### src/rtl/bike_light_ctrl.sv
// Rear-light control stage: button synchronizer and debouncer, 4-mode light FSM,
// and fast/slow blink generators paced by a shared timebase tick.
module bike_light_ctrl #(
  parameter int unsigned DEBOUNCE_TICKS = 20,
  parameter int unsigned FAST_HALF      = 125,
  parameter int unsigned SLOW_HALF      = 500,
  parameter int unsigned CNT_W          = 10
) (
  input  logic       clk,
  input  logic       rst_n,
  input  logic       button,
  input  logic       tick,
  output logic [1:0] state,
  output logic       fast_blink,
  output logic       slow_blink
);

  typedef enum logic [1:0] {
    ST_OFF    = 2'b00,
    ST_ON     = 2'b01,
    ST_FLASH1 = 2'b10,
    ST_FLASH2 = 2'b11
  } mode_e;

  localparam logic [CNT_W-1:0] DB_LAST   = CNT_W'(DEBOUNCE_TICKS - 1);
  localparam logic [CNT_W-1:0] FAST_LAST = CNT_W'(FAST_HALF - 1);
  localparam logic [CNT_W-1:0] SLOW_LAST = CNT_W'(SLOW_HALF - 1);
  localparam logic [CNT_W-1:0] CNT_ONE   = CNT_W'(1);

  logic             btn_m;
  logic             btn_s;
  logic             db;
  logic             db_q;
  logic [CNT_W-1:0] db_cnt;
  logic             armed;
  logic [CNT_W-1:0] arm_cnt;
  logic             press;
  mode_e            mode_q;
  mode_e            mode_d;
  logic [CNT_W-1:0] fast_cnt;
  logic [CNT_W-1:0] slow_cnt;

  always_ff @(posedge clk or negedge rst_n) begin
    if (!rst_n) begin
      btn_m <= 1'b0;
      btn_s <= 1'b0;
    end else begin
      btn_m <= button;
      btn_s <= btn_m;
    end
  end

  always_ff @(posedge clk or negedge rst_n) begin
    if (!rst_n) begin
      db     <= 1'b0;
      db_cnt <= '0;
    end else if (btn_s == db) begin
      db_cnt <= '0;
    end else if (tick) begin
      if (db_cnt == DB_LAST) begin
        db     <= btn_s;
        db_cnt <= '0;
      end else begin
        db_cnt <= db_cnt + CNT_ONE;
      end
    end
  end

  // A button already held when reset releases must not count as a press:
  // presses are only armed once the input has been seen low for a full
  // debounce interval after reset.
  always_ff @(posedge clk or negedge rst_n) begin
    if (!rst_n) begin
      armed   <= 1'b0;
      arm_cnt <= '0;
    end else if (!armed) begin
      if (btn_m || btn_s) begin
        arm_cnt <= '0;
      end else if (tick) begin
        if (arm_cnt == DB_LAST) begin
          armed   <= 1'b1;
          arm_cnt <= '0;
        end else begin
          arm_cnt <= arm_cnt + CNT_ONE;
        end
      end
    end
  end

  always_ff @(posedge clk or negedge rst_n) begin
    if (!rst_n) begin
      db_q  <= 1'b0;
      press <= 1'b0;
    end else begin
      db_q  <= db;
      press <= db & ~db_q & armed;
    end
  end

  always_ff @(posedge clk or negedge rst_n) begin
    if (!rst_n) begin
      mode_q <= ST_OFF;
    end else begin
      mode_q <= mode_d;
    end
  end

  always_comb begin
    mode_d = mode_q;
    if (press) begin
      unique case (mode_q)
        ST_OFF:    mode_d = ST_ON;
        ST_ON:     mode_d = ST_FLASH1;
        ST_FLASH1: mode_d = ST_FLASH2;
        ST_FLASH2: mode_d = ST_OFF;
        default:   mode_d = ST_OFF;
      endcase
    end
  end

  // Generators key off the next mode so entry and exit land on the same edge
  // that updates the state register.
  always_ff @(posedge clk or negedge rst_n) begin
    if (!rst_n) begin
      fast_blink <= 1'b0;
      fast_cnt   <= '0;
    end else if (mode_d != ST_FLASH1) begin
      fast_blink <= 1'b0;
      fast_cnt   <= '0;
    end else if (mode_q != ST_FLASH1) begin
      fast_blink <= 1'b1;
      fast_cnt   <= '0;
    end else if (tick) begin
      if (fast_cnt == FAST_LAST) begin
        fast_blink <= ~fast_blink;
        fast_cnt   <= '0;
      end else begin
        fast_cnt <= fast_cnt + CNT_ONE;
      end
    end
  end

  always_ff @(posedge clk or negedge rst_n) begin
    if (!rst_n) begin
      slow_blink <= 1'b0;
      slow_cnt   <= '0;
    end else if (mode_d != ST_FLASH2) begin
      slow_blink <= 1'b0;
      slow_cnt   <= '0;
    end else if (mode_q != ST_FLASH2) begin
      slow_blink <= 1'b1;
      slow_cnt   <= '0;
    end else if (tick) begin
      if (slow_cnt == SLOW_LAST) begin
        slow_blink <= ~slow_blink;
        slow_cnt   <= '0;
      end else begin
        slow_cnt <= slow_cnt + CNT_ONE;
      end
    end
  end

  assign state = mode_q;

endmodule

### config.mk
export PLATFORM = sky130hd
export DESIGN_NAME = bike_light_ctrl
export DESIGN_NICKNAME = d
export VERILOG_FILES = /design/src/rtl/bike_light_ctrl.sv
export SDC_FILE = /design/constraint.sdc
export NUM_CORES = 1
export LEC_CHECK = 0
export ABC_AREA = 1
export CAP_MARGIN = 20
export CORE_ASPECT_RATIO = 2
export CORE_MARGIN = 3
export CORE_UTILIZATION = 30
export CTS_BUF_LIST = sky130_fd_sc_hd__clkbuf_2
export CTS_CLUSTER_SIZE = 20
export DETAILED_ROUTE_END_ITERATION = 16
export GPL_ROUTABILITY_DRIVEN = 0
export PLACE_DENSITY = 0.54
export SKIP_CTS_REPAIR_TIMING = 1
export SYNTH_ARGS = -nofsm -noshare
export SYNTH_HDL_FRONTEND = slang
export SYNTH_SLANG_ARGS = --single-unit
export TNS_END_PERCENT = 100
### constraint.sdc
create_clock -name clk -period 2.1 [get_ports clk]
set_input_delay 0.525 -clock clk [delete_from_list [all_inputs] [get_ports clk]]
set_output_delay 0.525 -clock clk [all_outputs]
set_load 0.05 [all_outputs]
; ---- Yosys cells after proc, flatten, opt, wreduce, memory -nomap -nowiden
; Index checks and enable logic that the tools add are counted.
[totals]
reg_bits = 50
inputBits = 4
word_cells = 76
[classes]
addsub = 4
n_eq_ne = 12
n_mux = 28
n_bitwise = 7
reduce_logical = 12
[op_table]
columns = operator, count
row1 = 2-to-1 mux 10 bit, 14
row2 = "adder 10 x 1 -> 10 bit, second input constant", 4
row3 = "== test 10 x 5 -> 1 bit, second input constant", 2
row4 = 2-to-1 mux 1 bit, 12
row5 = nonzero test 3 bit, 4
row6 = "== test 10 x 7 -> 1 bit, second input constant", 1
row7 = "== test 10 x 9 -> 1 bit, second input constant", 1
row8 = "!= test 2 bit, second input constant", 4
row9 = one-hot mux 2 bit (4 select lines), 1
row10 = AND reduction 2 bit, 3
row11 = NOT 1 bit, 5
row12 = "== test 2 bit, second input constant", 2
row13 = nonzero test 2 bit, 2
row14 = AND reduction 3 bit, 1
row15 = bitwise AND 1 bit, 2
row16 = "== test 2 x 1 -> 1 bit, second input constant", 1
row17 = logical NOT 2 bit, 1
row18 = 2-to-1 mux 2 bit, 1
row19 = == test 1 bit, 1
row20 = logical OR 1 bit, 1

; ---- Longest topological paths before layout
[logic_depth]
depth_word = 6
mapped_depth = 10

; ---- Least setup slack after synthesis
; No wires, ideal clock.
[synth_path]
kind = flip-flop to flip-flop
startpoint = register mode_q[0] (netlist: state[0])
endpoint = register fast_cnt[2]
setup_time_ns = 0.119
t_arrival_ns = 1.864
setup_slack_ns = 0.117
stages_incl_launch_ff = 10
synth_period_minus_slack_ns = 1.983
path_cell_list = dfrtp_1 inv_1 ha_1 inv_1 nand2_1 o21ai_2 nand4_2 buf_2 a21oi_1 nor2_1
[synth_between]
elab_chain_len = 5
elab_cells_between_ends = 11
cone_classes = eq/ne (5) / mux (4) / reduce/logical (2)
[synth_rtl]
columns = item, line
row1 = from (decl), 38  ; mode_e mode_q;
row2 = from (signal assigned), 104  ; mode_q <= mode_d;
row3 = "== test 2 bit, or another cell as far along", 111  ; unique case (mode_q)
row4 = one-hot mux 2 bit (4 select lines), 111
row5 = 2-to-1 mux 2 bit, 110  ; if (press) begin
row6 = != test 2 bit, 127  ; end else if (mode_d != ST_FLASH1) begin
row7 = nonzero test 3 bit (no source line) or 2-to-1 mux 10 bit (tied branches), --
row8 = to (signal assigned), 138  ; fast_cnt <= fast_cnt + CNT_ONE;
row9 = to (decl), 40  ; logic [CNT_W-1:0] fast_cnt;
; Parallel ways exist; a longest one is shown, timed or not.
; A chain may end at the register's enable or synchronous reset.

; ---- Worst setup path in the final report
[layout_path]
startpoint = register mode_q[0] (netlist: state[0])
endpoint = register fast_cnt[7]
; The elaborated chain is that of the path after synthesis.

==> results.txt <==
synth unique cells: 26
Yosys top cell area share: 43.50%
Worst VDD drop: 0.0002968 V
Die Y: 144.5 µm
hpwl dp: 4.945 mm
crit path kind: reg2reg
Synth Area in Adders: 3.480%
post-synthesis compound-gate area fraction: 7.003%
ANT nets after route: 0
largest cells by area after synthesis: dfrtp_1 43%, nand2_1 15%, nand3_1 8.0%, inv_1 6.3%, nor2_1 6.1%
largest family of logic cells by synthesized area: simple AND/OR/NAND/NOR gates
CP max FO: 7
first-pass GRT wire length: 11.06 mm
Area Overhead vs Synth: 12.74%
post-synthesis instance area: 2877 µm²
PortBufs: 7
CORE AREA: 9384 µm²
final std cells w/o fill: 522
drt first pass iters: 4
Final Max Tran Viols: 0
FILL cells: 997
WP data arrival: 2.29 ns
Final Hold Viols: 0
vias per cell: 4.908
Worst-path clk slew: 0.26 ns
Hold WC Path Type: reg2reg
Mapped Cells: 397
Via Count: 2,562
post-synthesis cell type with the largest combined area: dfrtp_1
Ports: 8
post-synthesis sequential area ratio: 43.50%
register area: 1251 µm²
synth warn: 0
Lkg Pwr: 0.001535 µW
Power Density: 518.3 nW/µm²
Worst EP required: 2.50 ns
Setup Skew: 0.01726 ns
post-synthesis xor/xnor area fraction: 2.131%
Power Total: 1681 µW
Routed WL: 6.511 mm
clock sink total: 50
FP Rows: 50
dpl cells: 512
final global-route overflow total: 0
post-route clock period utilization: 89.75%
Mapped Nets: 409
initial core utilization: 30.65%
Synth Area in Simple Gates: 36.62%
share of cells above drive strength 1: 6.475%
final worst slack: 0.2152 ns
DR WL/cell: 12.47 µm
Worst slew margin: 66.56%
total track usage: 13.29%
DRC Markers: 0
status: complete, no violations
commonest register cell after synthesis: dfrtp_1
Placement Setup Slack: 0.1352 ns
Max-cap violations: 0
initial DRC count: 144
CTS tree: done
Placed Instance Area: 3120 µm²
worst slew pin tran: 0.5008 ns
number of global-route vias before repair: 2,387
NumNets Final: 428
clock tree buffer depth: 2
Multi-input gate area: 1443 µm²
Die ar.: 10,870 µm²
Setup TNS: 0 ns
worst reg-to-reg setup slack: 0.22 ns
die width: 75.24 µm
flip-flop and latch count after synthesis: 50
Fmax achieved: 0.5305 GHz
syn avg cell area: 7.246 µm²
Root Buffer: clkbuf_2
Final Cell Area: 3243 µm²
unrepaired setup endpoints after global routing: false
startpoint types: flip-flop
initial antenna violation count: 1
TritonCTS Buffers: 5
CP endpoint kind: flip-flop
final setup violation count: 0
clk_lat worst skew: 0.45 ns
Post-synth EDFFs: 0
largest net degree at the start of global routing: 51
min Tclk post-route: 1.885 ns
mux cell area share after synthesis: 0.3480%
Clock H-tree levels: 2
Post-synth ARST share: 100.0%
==> cell usage after synthesis (3+ instances only) <==
| cell type | number |
|---|---|
| buf_2 | 3 |
| xor2_1 | 6 |
| nand2_1 | 115 |
| inv_1 | 48 |
| dfrtp_1 | 50 |
| ha_1 | 8 |
| a21oi_1 | 11 |
| nor3_1 | 11 |
| nor2_1 | 47 |
| o21ai_0 | 21 |
| nand4_1 | 15 |
| nand3_1 | 46 |
==> report_power, final <==
group | total [µW] | leakage, µW | switching (µW) | internal, µW
logic | 64.4 | 0.000807 | 44.3 | 20.1
registers | 975 | 0.000677 | 4.41 | 971
clock network | 642 | 0.0000506 | 326 | 316
==> registers in the layout (all words and copies together), names as in the netlist <==
name / cells
arm_cnt: 10
db_cnt: 10
fast_cnt: 10
slow_cnt: 10
state: 2
armed: 1
btn_m: 1
btn_s: 1
db: 1
db_q: 1
fast_blink: 1
press: 1
slow_blink: 1
==> per-stage QoR <==
step	hold slack (ns)	util (%)
2_1_floorplan	0.2294	-
3_3_place_gp	0.3885	33.25
3_5_place_dp	0.3889	33.25
4_1_cts	-0.03140	34.20
5_1_grt	0.4079	34.56
6_report	0.4207	34.56
==> worst max-delay path, stage by stage, from the launching register on <==
cell and delay (ns):
dfrtp_1 0.46, inv_1 0.09, ha_1 0.30, inv_1 0.13, nand2_1 0.07, o21ai_2 0.19
nand3_1 0.16, a21oi_4 0.26, nand2_1 0.09, nor2_1 0.10
==> cell type report <==
type	count	area share [%]
well taps	104	4.012
flip-flops and latches	50	38.58
diodes	1	0.07716
multi-input cells	295	44.48
clock inverters	3	1.968
clock buffers	5	0.7716
inverters	48	5.556
repair buffers	16	4.552
==> path summary, 6_finish.rpt <==
path,start,endpoint,cells after the start
max in group asynchronous,rst_n,slow_blink,3
max reg2reg,state[0],fast_cnt[7],9
min in group asynchronous,rst_n,fast_cnt[8],3
min reg2reg,db_q,press,1
min,db_q,press,1
max,state[0],fast_cnt[7],9
==> cells in the final DEF (no fill, tap or decap), drive strengths merged <==
cell type and n:
nand2 115, dfrtp 50, nor2 50, inv 48, nand3 46, o21ai 23
nand4 16, nor3 12, a21oi 12, buf 11, ha 8, xor2 6
clkbuf 5, bufinv 2, clkdlybuf4s50 2, dlymetal6s2s 2, diode 1, mux2i 1
nand3b 1, or2 1, xnor2 1, and2 1, a21o 1, o21bai 1
clkinv 1, dlygate4sd3 1
==> metal layers <==
layer	share of wire [%]	vias up	global-route usage [%]
li1	-	1326	-
met1	39	1198	13.99
met2	56	25	24.61
met3	1.7	13	2.088
met4	3.3	0	6.359
met5	0	-	0
==> kinds of logic (layout without fill, tap and decap cells) <==
family | count (synthesis) | count (layout)
adders and majority gates | 8 | 8
buffers and inverters | 52 | 72
DFF | 50 | 50
and+or+nand+nor | 242 | 242
other | 0 | 1
muxes | 1 | 1
AOI/OAI and AO/OA | 37 | 37
xor gates and xnor gates | 7 | 7
Power figures use the tool's default switching activity.
